### src/rtl/div_32_seq.sv
// div_32_seq: multi-cycle restoring divider producing one quotient bit per clock.
// Optional feature: define DIV_SIGNED_EN to add the snu port (two's complement division).
// Ports:
//   clk, rst      rising-edge clock, synchronous active-high reset
//   start         request, accepted when not busy (idle or in the done cycle)
//   a, b          dividend / divisor, captured on an accepted start
//   snu           signed-not-unsigned select, captured with the operands (DIV_SIGNED_EN only)
//   q, r          quotient / remainder, held until the next result is written
//   busy          high while iterating
//   done          one-cycle pulse, q/r/dz valid in that cycle
//   dz            divide-by-zero flag, cleared by the next accepted start
module div_32_seq #(
    parameter int WIDTH = 32
) (
    input  logic             clk,
    input  logic             rst,
    input  logic             start,
    input  logic [WIDTH-1:0] a,
    input  logic [WIDTH-1:0] b,
`ifdef DIV_SIGNED_EN
    input  logic             snu,
`endif
    output logic [WIDTH-1:0] q,
    output logic [WIDTH-1:0] r,
    output logic             busy,
    output logic             done,
    output logic             dz
);
    localparam int CW = $clog2(WIDTH + 1);
    typedef enum logic [1:0] {IDLE, RUN, FIN} state_t;
    state_t state, state_nx;
    logic [WIDTH-1:0] acc, shreg, dvs, acc_nx, sh_nx, a_mag, b_mag;
    logic [WIDTH:0] rem_sh;
    logic [WIDTH+1:0] trial;
    logic [CW-1:0] cnt;
    logic sgn, neg_q, neg_r, accept, bz, last, ge;
`ifdef DIV_SIGNED_EN
    assign sgn = snu;
`else
    assign sgn = 1'b0;
`endif
    always_comb begin
        accept = start && state != RUN;
        bz = b == '0;
        last = cnt == CW'(1);
        a_mag = (sgn && a[WIDTH-1]) ? -a : a;
        b_mag = (sgn && b[WIDTH-1]) ? -b : b;
        // shifted remainder needs WIDTH+1 bits when the divisor MSB is set; the extra top bit keeps the borrow
        rem_sh = {acc, shreg[WIDTH-1]};
        trial = {1'b0, rem_sh} - {2'b00, dvs};
        // a non-negative trial is always below the divisor, so both top bits are clear
        ge = trial[WIDTH+1:WIDTH] == 2'b00;
        acc_nx = ge ? trial[WIDTH-1:0] : rem_sh[WIDTH-1:0];
        sh_nx = {shreg[WIDTH-2:0], ge};
        state_nx = accept ? (bz ? FIN : RUN) : state == RUN ? (last ? FIN : RUN) : IDLE;
        busy = state == RUN;
        done = state == FIN;
    end
    always_ff @(posedge clk) begin
        if (rst) state <= IDLE;
        else state <= state_nx;
    end
    always_ff @(posedge clk) begin
        if (rst) begin
            acc <= '0;
            shreg <= '0;
            dvs <= '0;
            cnt <= '0;
            neg_q <= 1'b0;
            neg_r <= 1'b0;
            q <= '0;
            r <= '0;
            dz <= 1'b0;
        end else if (accept) begin
            acc <= '0;
            shreg <= a_mag;
            dvs <= b_mag;
            cnt <= CW'(WIDTH);
            neg_q <= sgn && (a[WIDTH-1] ^ b[WIDTH-1]);
            neg_r <= sgn && a[WIDTH-1];
            dz <= bz;
            if (bz) begin
                q <= '1;
                r <= a;
            end
        end else if (state == RUN) begin
            acc <= acc_nx;
            shreg <= sh_nx;
            cnt <= cnt - 1'b1;
            // sign fix-up folded into the final iteration keeps latency identical to unsigned
            if (last) begin
                q <= neg_q ? -sh_nx : sh_nx;
                r <= neg_r ? -acc_nx : acc_nx;
            end
        end
    end
endmodule

### config.mk
export PLATFORM = sky130hd
export DESIGN_NAME = div_32_seq
export DESIGN_NICKNAME = d
export VERILOG_FILES = /design/src/rtl/div_32_seq.sv
export SDC_FILE = /design/constraint.sdc
export NUM_CORES = 1
export LEC_CHECK = 0
export BUFFER_PORTS_ARGS = -buffer_cell sky130_fd_sc_hd__buf_2
export CAP_MARGIN = 20
export CORE_ASPECT_RATIO = 0.8
export CORE_MARGIN = 3
export CORE_UTILIZATION = 50
export DETAILED_ROUTE_END_ITERATION = 10
export PLACE_DENSITY = 0.71
export SETUP_SLACK_MARGIN = 0.3
export SLEW_MARGIN = 0
export SYNTH_ARGS = -nofsm -noshare
export SYNTH_HDL_FRONTEND = slang
export SYNTH_SLANG_ARGS = --single-unit
### constraint.sdc
create_clock -name clk -period 3.5 [get_ports clk]
set_input_delay 0.175 -clock clk [delete_from_list [all_inputs] [get_ports clk]]
set_output_delay 0.175 -clock clk [all_outputs]
set_load 0.01 [all_outputs]
==> PnR_summary.wiki <==
{| class="wikitable"
! Metric !! Value
|-
| Number of nets with antenna violations after routing || 0
|-
| P&R area growth vs syn || 19.9%
|-
| Relative max-transition margin || roughly 34%
|-
| Path class of the lowest-slack min-delay path || in -> reg
|-
| Most common cell after layout, fill and taps aside || dfxtp_1
|-
| Syn avg cell area || 8.11 µm²
|-
| Combinational share of power || a little under 30%
|-
| Die X-Extent || about 160 µm
|-
| Combined area of all synthesized cells || roughly 8900 µm²
|-
| Post-synthesis simple-gate area fraction || between 10% and 20%
|-
| Maximum number of buffers from clock root to sink || 2
|-
| Maximum vdd ir drop || 346 µV
|-
| Adder-cell share of the synthesized area || roughly 5.0%
|-
| Top-area cell type share of the netlist area || ~38%
|-
| Number of nets in the layout || 1,326
|-
| Clock tree from TritonCTS || built
|-
| XOR/XNOR Fraction of Synth Area || under 10%
|-
| CP max FO || 11
|-
| Synth cell types || between 60 and 70
|-
| Count of final setup violators || 0
|-
| Worst clock skew || between 0.01 and 0.015 ns
|-
| Placer Congestion || ~0.92
|-
| Effective utilization at floorplan || between 50 and 60%
|-
| Num Clock Sinks || between 150 and 200
|-
| DP HPWL || 17,600 µm
|-
| Switch share || approximately a third
|-
| Global-route usage over all layers || 25.0%
|-
| Combinational family with the most area after synthesis || compound AO/OA/AOI/OAI gates
|-
| Clock latency reported for the late side of the worst-skew pair || approximately 0.43 ns
|-
| Fraction of the mapped netlist area in compound gates || a little over a fifth
|-
| Inserted Clock Buffers || 17
|-
| Data required, critical path || ~3.8 ns
|-
| Sum of overflow across all layers after global routing || 0
|-
| Via count of the first global-routing pass || 7,879
|-
| Number of ports placed on the die boundary || approximately 130
|-
| Launching element type of the critical path || flip-flop
|-
| FMAX || between 300 and 400 MHz
|-
| Number of buffers added on ports || between 100 and 150
|-
| Area of the core || around 17,000 µm²
|-
| Maximum number of pins on one net before global-route repair || 96
|-
| Level count of the clock H-tree || 4
|-
| Yosys synthesis warning count || 0
|-
| Initial detailed-routing violation count || ~480
|-
| Sequential fraction of the synthesis area || 38.0%
|-
| Drt first pass iters || 5
|-
| Nature of the critical path endpoint || flip-flop
|-
| Final Cell Area || 10,700 µm²
|-
| DRC || 0
|-
| DR vias/cell || slightly below 6
|-
| Number of maximum-capacitance constraint violations || 0
|-
| Root buffer cell || clkbuf_16
|-
| Status || completed
|-
| Shortest period the worst path allows || 3.21 ns
|-
| Reported net switching power || around 1.9 mW
|-
| Category of the critical setup timing path || reg -> reg
|-
| Leakage power || 4.43 nW
|-
| Die height || ~130 µm
|-
| Flip-flop and latch count after synthesis || between 150 and 200
|-
| Die area || ~19,000 µm²
|-
| Hold Fails Final Rpt || 0
|-
| Number of antenna cells inserted || 0
|-
| P_int || between 3 and 4 mW
|-
| Max-slew violation total from the final report || 0
|-
| Crit path arrival time || about 3.5 ns
|-
| Period utilization || 91.7%
|-
| Routed WL || around 25,000 µm
|-
| Fraction of synthesized area in multiplexers || under 10%
|-
| Dominant synthesized flop cell || dfxtp_1
|-
| Number of instances on the worst hold path || 3
|-
| Total number of vias || 8,471
|-
| Antenna violations before repair || 0
|-
| Relative contribution of the clock network to total power || between 30% and 40%
|-
| Share of synthesized registers carrying an async set or reset || 0%
|-
| Reg power frac || between 30% and 40%
|-
| Fraction of layout cells with a size suffix above 1 || around 18%
|-
| Power density of the placed cells || between 500 and 600 nW/µm²
|-
| Cell type contributing the most total cell area after synthesis || dfxtp_1
|-
| Number of synthesized flops with an enable pin || 0
|-
| Commonest non-fill, non-tap cells in the layout || dfxtp_1 (168), buf_2 (132), nor2_1 (108), nand2_1 (103), a21oi_1 (94)
|-
| Drt wl/cell || around 17 µm
|-
| Synth Instances || roughly 1.1k
|-
| Total cell area at the placement stage || 9720 µm²
|-
| RSZ-0062 raised after global routing || true
|-
| Top area cells in the synthesized netlist || dfxtp_1 (38%), mux2i_1 (6.4%), a21oi_1 (5.4%)
|-
| Global-route wire length before repair || ~40,000 µm
|-
| Final TNS setup || 0 ns
|-
| Slew at the pin with the worst max-slew slack || just under 1 ns
|-
| Post-synthesis net count || between 1k and 1.5k
|-
| Clock slew at the register clock pins of the worst setup and hold paths || approximately 0.07 ns
|-
| Number of cells on the worst reg-to-reg path || 13
|-
| # rows || 43
|}
==> Yosys cell counts (all sizes together), types with 7 or more instances <==
library cell    n
xnor2          22
dfxtp         169
inv            44
nor4b          21
ha             34
nor2          108
nor3           69
a21oi          99
nor2b           9
o211ai         11
nor4           12
a31oi          25
a211oi         48
o211a           7
mux2i          57
nand2         104
xor2            8
o21ai          77
clkbuf         59
buf            20
nand3          24
==> worst max-delay path, cell delays in order, from the launching register on <==
cell and delay [ns]:
dfxtp_1 0.32, inv_1 0.06, ha_1 0.25, fa_2 0.37, nand2b_4 0.17, a21oi_4 0.18
o211a_1 0.21, o21ai_1 0.11, a21o_1 0.22, a21o_1 0.23, o21ai_4 0.32, clkbuf_16 0.25
mux2i_1 0.25, o21ai_0 0.12
==> cells by family after synthesis <==
family,Yosys count
AND/OR/NAND/NOR,377
AO/OA/AOI/OAI,306
flip-flops,169
buffers and inverters,123
multiplexers,59
adder cells (fa/ha/maj),35
XOR/XNOR,30
==> through the flow <==
stage / instances / hold slack [ns] / utilization [%] / total power [mW] / setup slack, ns
after CTS: 1455 / 0.000392 / 60.5 / 5.46 / 0.344
final: 1462 / 0.00922 / 61.3 / 5.55 / 0.292
after global routing: 1462 / 0.0138 / 61.3 / 5.82 / 0.241
after detailed placement: 1396 / 0.431 / 55.7 / 3.63 / 0.317
after floorplan: 1099 / 0.311 / - / 3.25 / 0.631
after global placement: 1396 / 0.431 / 55.7 / 3.62 / 0.391
==> routing by layer <==
layer	vias to the layer above	wire length (µm)	track usage (%)	share of wire, %
met3	31	1400	4.26	5.5
met2	252	12000	40.5	47
met5	-	0	0	0
li1	4218	-	-	-
met4	0	371	6.74	1.5
met1	3970	11600	34.7	46
==> final cells by class <==
cell class              instances  area, µm²
well taps                     225        282
flip-flops and latches        169       3380
clock inverters                14        131
multi-input cells             807       5100
fillers                      1622       6750
clock buffers                  18        429
repair buffers                185       1190
inverters                      44        165
==> repair_timing <==
item                                    4_1_cts  5_1_grt
resized for setup                             1       10
endpoints found under the setup margin        1       52
endpoints found under the hold margin        27        0
cloned                                        0        2
hold buffers                                 27        0
buffers inserted                              0        5
pin swaps                                     0        6
==> power groups by stage <==
stage,Sequential [mW],Clock [mW],Combinational (mW)
6_report,2.12,1.82,1.62
5_1_grt,2.13,1.93,1.77
3_3_place_gp,2.16,0,1.46
4_1_cts,2.11,1.84,1.51
3_5_place_dp,2.16,0,1.47
2_1_floorplan,2.14,0,1.12
==> state kept, by name, summed over array words and instances, names as in the netlist <==
register,flops
cnt,6
state,2
dz,1
dvs,32
q,32
shreg,32
acc,32
r,32
==> path summary, 6_finish.rpt <==
kind | start | end | slack, ns
worst max-delay path | shreg[31] | r[14] | 0.29
worst min-delay path | b[2] | dvs[2] | 0.009
worst max register to register | shreg[31] | r[14] | 0.29
worst min register to register | dvs[12] | dvs[12] | 0.46
(Power assumes the default switching activity.)
